[src/rtl/uart_pkg.sv]
// Shared UART frame-format definitions, used by the transmitter and the
// parametrised receiver.
package uart_pkg;

  localparam int PAR_NONE = 0;
  localparam int PAR_EVEN = 1;
  localparam int PAR_ODD  = 2;

  // 230400 baud from a 50 MHz system clock
  localparam int DEFAULT_CLKS_PER_BIT = 217;

  typedef enum logic [2:0] {
    ST_IDLE,
    ST_START,
    ST_DATA,
    ST_PARITY,
    ST_STOP
  } tx_state_t;

endpackage

[src/rtl/uart_tx_fifo_if.sv]
// Producer-side port bundle of uart_tx_fifo, plus the line outputs and a
// debug view of the transmit FSM state.
interface uart_tx_fifo_if #(
  parameter int DATA_BITS  = 8,
  parameter int FIFO_DEPTH = 8
) ();
  import uart_pkg::*;

  // Valid/ready: a word moves on a rising edge where i_tx_valid && o_tx_ready.
  // o_tx_ready depends only on FIFO state, never on i_tx_valid; a producer
  // that raises i_tx_valid keeps i_tx_data stable until the transfer happens.
  logic                          i_tx_valid;
  logic [DATA_BITS-1:0]          i_tx_data;
  logic                          o_tx_ready;
  logic                          o_tx_serial;
  logic                          o_tx_active;
  logic                          o_tx_done;
  logic [$clog2(FIFO_DEPTH):0]   o_fifo_count;
  tx_state_t                     tx_state;

  modport master (
    output i_tx_valid, i_tx_data,
    input  o_tx_ready, o_tx_serial, o_tx_active, o_tx_done, o_fifo_count, tx_state
  );

  modport slave (
    input  i_tx_valid, i_tx_data,
    output o_tx_ready, o_tx_serial, o_tx_active, o_tx_done, o_fifo_count, tx_state
  );

endinterface

[src/rtl/uart_sync_fifo.sv]
// Single-clock FIFO with wrap-bit pointers; full/empty come from pointer
// comparison and the word at the head is visible on rdata.
module uart_sync_fifo #(
  parameter int WIDTH = 8,
  parameter int DEPTH = 8
) (
  input  logic                     clk,
  input  logic                     rst,
  input  logic                     push,
  input  logic                     pop,
  input  logic [WIDTH-1:0]         wdata,
  output logic [WIDTH-1:0]         rdata,
  output logic                     full,
  output logic                     empty,
  output logic [$clog2(DEPTH):0]   count
);
  localparam int AW = $clog2(DEPTH);

  logic [WIDTH-1:0] mem [DEPTH];
  logic [AW:0]      wr_ptr;
  logic [AW:0]      rd_ptr;
  logic             do_push;
  logic             do_pop;

  assign empty   = (wr_ptr == rd_ptr);
  assign full    = (wr_ptr[AW] != rd_ptr[AW]) && (wr_ptr[AW-1:0] == rd_ptr[AW-1:0]);
  assign count   = wr_ptr - rd_ptr;
  assign do_push = push && !full;
  assign do_pop  = pop && !empty;
  assign rdata   = mem[rd_ptr[AW-1:0]];

  always_ff @(posedge clk or posedge rst) begin
    if (rst) begin
      wr_ptr <= '0;
      rd_ptr <= '0;
    end else begin
      if (do_push) wr_ptr <= wr_ptr + 1'b1;
      if (do_pop)  rd_ptr <= rd_ptr + 1'b1;
    end
  end

  always_ff @(posedge clk) begin
    if (do_push) mem[wr_ptr[AW-1:0]] <= wdata;
  end

endmodule

[src/rtl/uart_tx_fifo.sv]
// Buffered UART transmitter: words queue in a FIFO and are sent as
// back-to-back frames with configurable data bits, parity and stop bits.
module uart_tx_fifo
  import uart_pkg::*;
#(
  parameter int CLKS_PER_BIT = DEFAULT_CLKS_PER_BIT,
  parameter int DATA_BITS    = 8,
  parameter int PARITY       = PAR_NONE,
  parameter int STOP_BITS    = 1,
  parameter int FIFO_DEPTH   = 8
) (
  input  logic          i_clk_sys,
  input  logic          i_rst,
  uart_tx_fifo_if.slave tx
);
  localparam int CW = $clog2(CLKS_PER_BIT);
  localparam int BW = $clog2(DATA_BITS + 1);
  localparam int AW = $clog2(FIFO_DEPTH);

  if (DATA_BITS < 5 || DATA_BITS > 9) begin : g_bad_data_bits
    $error("uart_tx_fifo: DATA_BITS must be in 5..9");
  end
  if (PARITY < PAR_NONE || PARITY > PAR_ODD) begin : g_bad_parity
    $error("uart_tx_fifo: PARITY must be 0, 1 or 2");
  end
  if (STOP_BITS < 1 || STOP_BITS > 2) begin : g_bad_stop_bits
    $error("uart_tx_fifo: STOP_BITS must be 1 or 2");
  end
  if (CLKS_PER_BIT < 2) begin : g_bad_clks_per_bit
    $error("uart_tx_fifo: CLKS_PER_BIT must be at least 2");
  end
  if (FIFO_DEPTH < 2 || (FIFO_DEPTH & (FIFO_DEPTH - 1)) != 0) begin : g_bad_fifo_depth
    $error("uart_tx_fifo: FIFO_DEPTH must be a power of two, at least 2");
  end

  tx_state_t            state_q, state_d;
  logic [CW-1:0]        baud_cnt_q;
  logic [BW-1:0]        bit_cnt_q;
  logic [DATA_BITS-1:0] shift_q;
  logic                 par_q;
  logic                 serial_q, active_q, done_q;
  logic                 pop, done_d, line_d, baud_last;
  logic                 fifo_full, fifo_empty;
  logic [DATA_BITS-1:0] fifo_rdata;
  logic [AW:0]          fifo_count;

  uart_sync_fifo #(.WIDTH(DATA_BITS), .DEPTH(FIFO_DEPTH)) u_fifo (
    .clk   (i_clk_sys),
    .rst   (i_rst),
    .push  (tx.i_tx_valid),
    .pop   (pop),
    .wdata (tx.i_tx_data),
    .rdata (fifo_rdata),
    .full  (fifo_full),
    .empty (fifo_empty),
    .count (fifo_count)
  );

  assign baud_last = (baud_cnt_q == CW'(CLKS_PER_BIT - 1));

  always_ff @(posedge i_clk_sys or posedge i_rst) begin
    if (i_rst) state_q <= ST_IDLE;
    else       state_q <= state_d;
  end

  // The final stop cycle pops the next word itself, so frames abut.
  always_comb begin
    state_d = state_q;
    pop     = 1'b0;
    done_d  = 1'b0;
    line_d  = 1'b1;
    case (state_q)
      ST_IDLE: begin
        if (!fifo_empty) begin
          pop     = 1'b1;
          state_d = ST_START;
        end
      end
      ST_START: begin
        line_d = 1'b0;
        if (baud_last) state_d = ST_DATA;
      end
      ST_DATA: begin
        line_d = shift_q[0];
        if (baud_last && bit_cnt_q == BW'(DATA_BITS - 1))
          state_d = (PARITY != PAR_NONE) ? ST_PARITY : ST_STOP;
      end
      ST_PARITY: begin
        line_d = par_q ^ (PARITY == PAR_ODD);
        if (baud_last) state_d = ST_STOP;
      end
      ST_STOP: begin
        if (baud_last && bit_cnt_q == BW'(STOP_BITS - 1)) begin
          done_d = 1'b1;
          if (!fifo_empty) begin
            pop     = 1'b1;
            state_d = ST_START;
          end else begin
            state_d = ST_IDLE;
          end
        end
      end
      default: state_d = ST_IDLE;
    endcase
  end

  // bit_cnt counts data bits in DATA and stop bits in STOP.
  always_ff @(posedge i_clk_sys or posedge i_rst) begin
    if (i_rst) begin
      baud_cnt_q <= '0;
      bit_cnt_q  <= '0;
      shift_q    <= '0;
      par_q      <= 1'b0;
      serial_q   <= 1'b1;
      active_q   <= 1'b0;
      done_q     <= 1'b0;
    end else begin
      serial_q <= line_d;
      active_q <= (state_q != ST_IDLE);
      done_q   <= done_d;
      if (pop) begin
        shift_q    <= fifo_rdata;
        par_q      <= ^fifo_rdata;
        baud_cnt_q <= '0;
        bit_cnt_q  <= '0;
      end else if (state_q != ST_IDLE) begin
        if (baud_last) begin
          baud_cnt_q <= '0;
          if (state_q == ST_DATA) begin
            shift_q   <= shift_q >> 1;
            bit_cnt_q <= (bit_cnt_q == BW'(DATA_BITS - 1)) ? '0 : bit_cnt_q + 1'b1;
          end else if (state_q == ST_STOP) begin
            bit_cnt_q <= bit_cnt_q + 1'b1;
          end
        end else begin
          baud_cnt_q <= baud_cnt_q + 1'b1;
        end
      end
    end
  end

  assign tx.o_tx_ready   = !fifo_full;
  assign tx.o_tx_serial  = serial_q;
  assign tx.o_tx_active  = active_q;
  assign tx.o_tx_done    = done_q;
  assign tx.o_fifo_count = fifo_count;
  assign tx.tx_state     = state_q;

endmodule

[src/flat_wrapper.sv]
// flat-port wrapper written by rule: the top's interface ports become plain ports
module uart_tx_fifo_flat import uart_pkg::*;
#(
  parameter int CLKS_PER_BIT = DEFAULT_CLKS_PER_BIT,
  parameter int DATA_BITS    = 8,
  parameter int PARITY       = PAR_NONE,
  parameter int STOP_BITS    = 1,
  parameter int FIFO_DEPTH   = 8
)
  (i_clk_sys, i_rst, tx_i_tx_valid, tx_i_tx_data, tx_o_tx_ready, tx_o_tx_serial, tx_o_tx_active, tx_o_tx_done, tx_o_fifo_count, tx_tx_state);
  uart_tx_fifo_if #(.DATA_BITS(DATA_BITS), .FIFO_DEPTH(FIFO_DEPTH)) tx_i ();
  input  logic i_clk_sys;
  input  logic i_rst;
  input wire logic [$bits(tx_i.i_tx_valid)-1:0] tx_i_tx_valid;
  input wire logic [$bits(tx_i.i_tx_data)-1:0] tx_i_tx_data;
  output wire logic [$bits(tx_i.o_tx_ready)-1:0] tx_o_tx_ready;
  output wire logic [$bits(tx_i.o_tx_serial)-1:0] tx_o_tx_serial;
  output wire logic [$bits(tx_i.o_tx_active)-1:0] tx_o_tx_active;
  output wire logic [$bits(tx_i.o_tx_done)-1:0] tx_o_tx_done;
  output wire logic [$bits(tx_i.o_fifo_count)-1:0] tx_o_fifo_count;
  output wire logic [$bits(tx_i.tx_state)-1:0] tx_tx_state;
  assign tx_i.i_tx_valid = tx_i_tx_valid;
  assign tx_i.i_tx_data = tx_i_tx_data;
  assign tx_o_tx_ready = tx_i.o_tx_ready;
  assign tx_o_tx_serial = tx_i.o_tx_serial;
  assign tx_o_tx_active = tx_i.o_tx_active;
  assign tx_o_tx_done = tx_i.o_tx_done;
  assign tx_o_fifo_count = tx_i.o_fifo_count;
  assign tx_tx_state = tx_i.tx_state;
  uart_tx_fifo #(.CLKS_PER_BIT(CLKS_PER_BIT), .DATA_BITS(DATA_BITS), .PARITY(PARITY), .STOP_BITS(STOP_BITS), .FIFO_DEPTH(FIFO_DEPTH)) u_core (.i_clk_sys(i_clk_sys), .i_rst(i_rst), .tx(tx_i));
endmodule
[config.mk]
export PLATFORM = sky130hd
export DESIGN_NAME = uart_tx_fifo_flat
export DESIGN_NICKNAME = d
export VERILOG_FILES = /design/src/rtl/uart_pkg.sv /design/src/rtl/uart_tx_fifo_if.sv /design/src/rtl/uart_sync_fifo.sv /design/src/rtl/uart_tx_fifo.sv /design/src/flat_wrapper.sv
export SDC_FILE = /design/constraint.sdc
export NUM_CORES = 1
export LEC_CHECK = 0
export BUFFER_PORTS_ARGS = -buffer_cell sky130_fd_sc_hd__buf_2
export CAP_MARGIN = 15
export CORE_ASPECT_RATIO = 1.75
export CORE_MARGIN = 2
export CORE_UTILIZATION = 55
export CTS_CLUSTER_DIAMETER = 30
export CTS_CLUSTER_SIZE = 20
export DETAILED_ROUTE_END_ITERATION = 6
export GPL_TIMING_DRIVEN = 0
export MAX_ROUTING_LAYER = met4
export PLACE_DENSITY = 0.76
export SETUP_SLACK_MARGIN = 0.2
export SYNTH_ARGS = -nofsm -noshare
export SYNTH_HDL_FRONTEND = slang
export SYNTH_SLANG_ARGS = --single-unit
export TNS_END_PERCENT = 10
[constraint.sdc]
create_clock -name i_clk_sys -period 2.7 [get_ports i_clk_sys]
set_input_delay 0.135 -clock i_clk_sys [delete_from_list [all_inputs] [get_ports i_clk_sys]]
set_output_delay 0.135 -clock i_clk_sys [all_outputs]
set_load 0.05 [all_outputs]
### Word-level counts from Yosys, hierarchy flattened

Memory sizes are Yosys's and may differ from the RTL's.
Cells that the tools add are included.

* memories: 1
* memory bits (writable): 64
* output and inout bits: 11
* input bits: 11
* word-level logic and storage cells: 76
* register bits after elaboration: 35

* $add $sub $neg: 5
* muxes and demuxes: 28
* equality and inequality tests: 14
* reductions and logical operators: 18

Memory list
* u_core.u_fifo.mem: depth 8, bits a word 8, rd ports 1, clocked after Yosys merged registers in 0, write ports 1, line uart_sync_fifo.sv:19 `logic [WIDTH-1:0] mem [DEPTH];`

Operator list (number)
* two-way mux 8 bit: 7
* two-way mux 4 bit: 6
* two-way mux 3 bit: 5
* one-hot mux 3 bit (5 select lines): 1
* adder 4 x 1 -> 4 bit (second input constant): 3
* adder 8 x 1 -> 8 bit (second input constant): 1
* == test 8 bit (second input constant): 1
* != test 2 x 1 -> 1 bit (second input constant): 4
* parity 8 bit: 1
* two-way mux 1 bit: 7
* == test 3 x 2 -> 1 bit (second input constant): 2
* AND reduction 3 bit: 2
* nonzero test 2 bit: 3
* nonzero test 3 bit: 2
* logical AND 1 bit: 5
* AND reduction 5 bit: 1
* == test 4 x 3 -> 1 bit (second input constant): 1
* == test 4 bit: 1
* zero test 4 bit: 1
* subtractor 4 bit: 1
* == test 3 x 1 -> 1 bit (second input constant): 1
* == test 3 bit: 1
* == test 3 bit (second input constant): 1
* zero test 3 bit: 1
* other kinds (5): 6

### Longest topological paths before layout

* word-level depth: 6
* gate-level depth with buffers: 10
* depth with buffers taken out: 8

### Modules after synthesis

Synthesis repeated with hierarchy kept, for this count alone.

* cell total of the unflattened synthesis: 333
* area, all modules: 4539.4 um^2

Modules (own cells, without submodules)
* uart_sync_fifo: area each 2994.1 um^2, sequential area each 2122.0 um^2, cells each 168, instances 1
* uart_tx_fifo: area each 1545.2 um^2, sequential area each 676.9 um^2, cells each 165, instances 1

### Least setup slack after synthesis

No wires, ideal clock.

* kind: flip-flop to flip-flop
* start point: reg u_core.u_fifo.rd_ptr[2]
* end point: mem u_core.u_fifo.mem[0][0] (enable)
* buffers on the path: 2
* arrival: 2636 ps
* data required time: 2317 ps
* stages on the path, launching flop included: 9
* library setup time: 383 ps
* path slack: -319 ps
* clock period less this slack: 3019 ps
* cell sequence: dfrtp_1 buf_2 buf_2 inv_1 ha_1 and3_1 nand2b_1 nand3_1 nor3_1

* longest elaborated chain between the ends: 6

Ends and longest elaborated chain
* start: declaration: line uart_sync_fifo.sv:21 `logic [AW:0] rd_ptr;`
* start signal: assignment: line uart_sync_fifo.sv:38 `if (do_pop) rd_ptr <= rd_ptr + 1'b1;`
* == test 3 bit: line uart_sync_fifo.sv:26 `assign full = (wr_ptr[AW] != rd_ptr[AW]) && (wr_ptr[AW-1:0] == rd_ptr[AW-1:0]);`
* logical AND 1 bit: line uart_sync_fifo.sv:26
* zero test 1 bit
* net tx_o_tx_ready: line flat_wrapper.sv:16 `output wire logic [$bits(tx_i.o_tx_ready)-1:0] tx_o_tx_ready;`
* logical AND 1 bit: line uart_sync_fifo.sv:28 `assign do_push = push && !full;`
* two-way mux 1 bit: line uart_sync_fifo.sv:43 `if (do_push) mem[wr_ptr[AW-1:0]] <= wdata;`
* two-way mux 1 bit (not written as such): line uart_sync_fifo.sv:43
* end: declaration: line uart_sync_fifo.sv:19

The timed path passes the listed nets, and every way through them passes these cells.

### Final worst setup path

* start point: reg u_core.u_fifo.rd_ptr[0]
* end point: reg u_core.par_q

* longest elaborated chain between the ends: 4
* elaborated cells on any way between the ends: 6
* classes of those cells: eq/ne: 1; mux: 3; reduce/logical: 1; memory: 1

Ends and longest elaborated chain
* == test 4 bit: line uart_sync_fifo.sv:25 `assign empty = (wr_ptr == rd_ptr);`
* two-way mux 1 bit: line uart_tx_fifo.sv:74, uart_tx_fifo.sv:95
* two-way mux 1 bit: line uart_tx_fifo.sv:93 `if (baud_last && bit_cnt_q == BW'(STOP_BITS - 1)) begin`
* one-hot mux 1 bit (2 select lines): line uart_tx_fifo.sv:72 `case (state_q)`
* end signal: assignment: line uart_tx_fifo.sv:123 `par_q <= ^fifo_rdata;`
* end: declaration: line uart_tx_fifo.sv:40 `logic par_q;`

Parallel ways exist; a longest one is shown, timed or not.
A chain may end at the register's enable or synchronous reset.

==> results.cfg <==
[clock_network]
cts_tree = done
cts_sinks = 99
htree_num_levels = 3
cts_buffers = 9
cts_max_path_buffers = 2
clkTransAtPathRegs_ns = 0.07
clk_latency_ns = 0.34
cts-root-buf = clkbuf_16

[sta]
relSlewSlack_pct = 50.1
whs_ns = 0.0595
skew_ns = 0.00845
rsz0062_at_grt = yes
period_needed_ns = 2.46
period_share_pct = 91.2
hold_viol = 0
setup_viol = 0
slew_viol_final = 0
fmax_ghz = 0.406
worstMarginPinSlew_ns = 0.747

[worst_setup_path]
critPathLaunchType = register
path_max_fanout = 9
crit_type = reg -> reg
crit_arrival_ns = 2.73
cp-end-kind = register
cp.required_ns = 2.97

[routing]
drcViolationCount = 0
wirelength_um = 8180
routedWlPerCell_um = 18.3
viasPerCell = 5.70
drtIter0Drc = 113
vias = 2554
postRouteAntennaNets = 0
first_pass_iters = 5

[final_layout]
final_area_mm2 = 0.00532
final_nets = 374
drive_above_1_share_pct = 29.3
syn2layout_area_growth_pct = 20.5
diodes = 0
final_common_cell = edfxtp_1
final_cell_mix = edfxtp_1 (64), nand2_1 (34), dfrtp_1 (34)

[floorplan]
io-pin-count = 22
die_y_um = 122
design.core.area_mm2 = 0.00786
row_count = 43
dieArea_mm2 = 0.00878
die_width_um = 71.7
start_util_pct = 56.2

[placed_design]
io_buffers = 21
gp_congestion = 0.812
hpwl_um = 5490
placed_cell_area_mm2 = 0.00468

[global_routing]
grt_pass1_vias = 2669
overflow = 0
use_met1_pct = 22.6
antenna_found_initial = 0
track_usage_pct = 21.1
grt_pass1_wl_um = 13300
grt.busiest_layer = met2
use_met2_pct = 37.5
grt_max_degree = 20
grt_use_met3_pct = 3.37

[run_status]
status = complete, no violations

[synth]
synth_ff_type = edfxtp_1
syn_nets = 323
async_flop_share_pct = 35.4
netlist_area_mm2 = 0.00441
ys_seq_area_share_pct = 63.4
synth-edff-count = 64
synthCells = 302
avgSynthCellArea_um2 = 14.6
ys_ff_latch = 99
yosysUniqueCellTypes = 47
ys_warn_count = 0

[power]
power_leakage_uw = 0.00212
cellPowerDensity_mw_per_mm2 = 1180
ir_drop_mv = 0.788

[job]
cap_viol_max_count = 0

[worst_hold_path]
hp-class = in -> reg
[layer usage]
metal  wire (um)  share of wire (%)  vias to the layer above
met2        4650                 57                       39
met4         194                2.4                        0
met5           0                  0                        -
met3         167                2.0                       15
li1            -                  -                     1222
met1        3170                 39                     1278
[flip-flops by register name, summed over array words and instances (netlist names)]
name and cells:
u_core.tx.o_tx_active 1, u_core.bit_cnt_q 4, u_core.par_q 1, u_core.tx.o_tx_serial 1, u_core.baud_cnt_q 8, u_core.tx.tx_state 3, u_core.shift_q 8, u_core.u_fifo.wr_ptr 4
u_core.u_fifo.mem 64, u_core.u_fifo.rd_ptr 4, u_core.tx.o_tx_done 1
[critical path, cell delays in order (launching register included)]
cell,delay (ns)
dfrtp_1,0.42
buf_6,0.19
mux4_1,0.58
mux2i_2,0.25
xor2_1,0.19
xnor3_1,0.27
xnor3_1,0.38
o21ai_1,0.12
[through the flow]
step	power (uW)	TNS (ns)	instances	setup WS, ns	utilization [%]
after floorplan	4130	0	302	0.107	-
final	6250	0	448	0.238	67.7
after global routing	6600	0	448	0.132	67.7
after detailed placement	4670	-27.08	414	-0.471	59.5
after CTS	6170	0	440	0.0818	66.2
after global placement	4630	-23.74	413	-0.376	59.2
[final timing paths]
check	start	slack, ns	cells past startpoint	to
worst max-delay path	u_core.u_fifo.rd_ptr[0]$_DFFE_PP0P_	0.24	7	u_core.par_q$_DFFE_PP0N_
worst min-delay path	tx_i_tx_data[7]	0.06	1	u_core.u_fifo.mem[5][7]$_DFFE_PP_
worst max register to register	u_core.u_fifo.rd_ptr[0]$_DFFE_PP0P_	0.24	7	u_core.par_q$_DFFE_PP0N_
worst min register to register	u_core.par_q$_DFFE_PP0N_	0.49	2	u_core.par_q$_DFFE_PP0N_
max in group asynchronous	i_rst	1.69	4	u_core.baud_cnt_q[1]$_DFFE_PP0P_
min in group asynchronous	i_rst	0.47	3	u_core.tx.tx_state[2]$_DFFE_PP0P_
[final cells by class]
class                      count  area [um^2]
clock buffer                   9          225
sequential                    99         2800
fill                         518         2540
timing repair buffer          40          345
multi-input combinational    178         1630
buffer                        10         72.6
inverter                      15         58.8
tap                           90          113
clock inverter                 7         76.3
[Yosys cell counts (8+ instances only)]
cell	instances	share of area (%)
a21oi_1	8	0.91
dfrtp_1	34	19
edfxtp_1	64	44
ha_1	9	2.6
inv_1	13	1.1
mux2_1	8	2.0
mux4_2	12	6.1
nand2_1	34	2.9
nand3_1	9	1.0
nor2_1	16	1.4
o21ai_1	8	0.91
xnor2_1	9	1.8
xor2_1	9	1.8
[logic make-up after synthesis]
logic type,synth area share [%]
buffers and inverters,2.44
AOI/OAI and AO/OA,4.25
and+or+nand+nor,9.64
adders and majority gates,3.01
DFF,63.4
muxes,12.6
xor gates and xnor gates,4.59
[power breakdown]
| group | switching, uW | internal (uW) | leakage, uW | total (uW) |
|---|---|---|---|---|
| logic | 1570 | 1240 | 0.000951 | 2810 |
| clock network | 558 | 726 | 0.000148 | 1280 |
| registers | 196 | 1960 | 0.00102 | 2160 |
| total | 2320 | 3930 | 0.00212 | 6250 |
[what timing repair did]
item,4_1_cts,5_1_grt
endpoints found under the setup margin,91,83
gates cloned,0,0
pin swaps,7,4
hold buffers,1,0
gates resized for setup,23,11
hold endpoints to repair,15,0
buffers inserted,9,8
No activity file was read; power rests on OpenSTA's default activity.
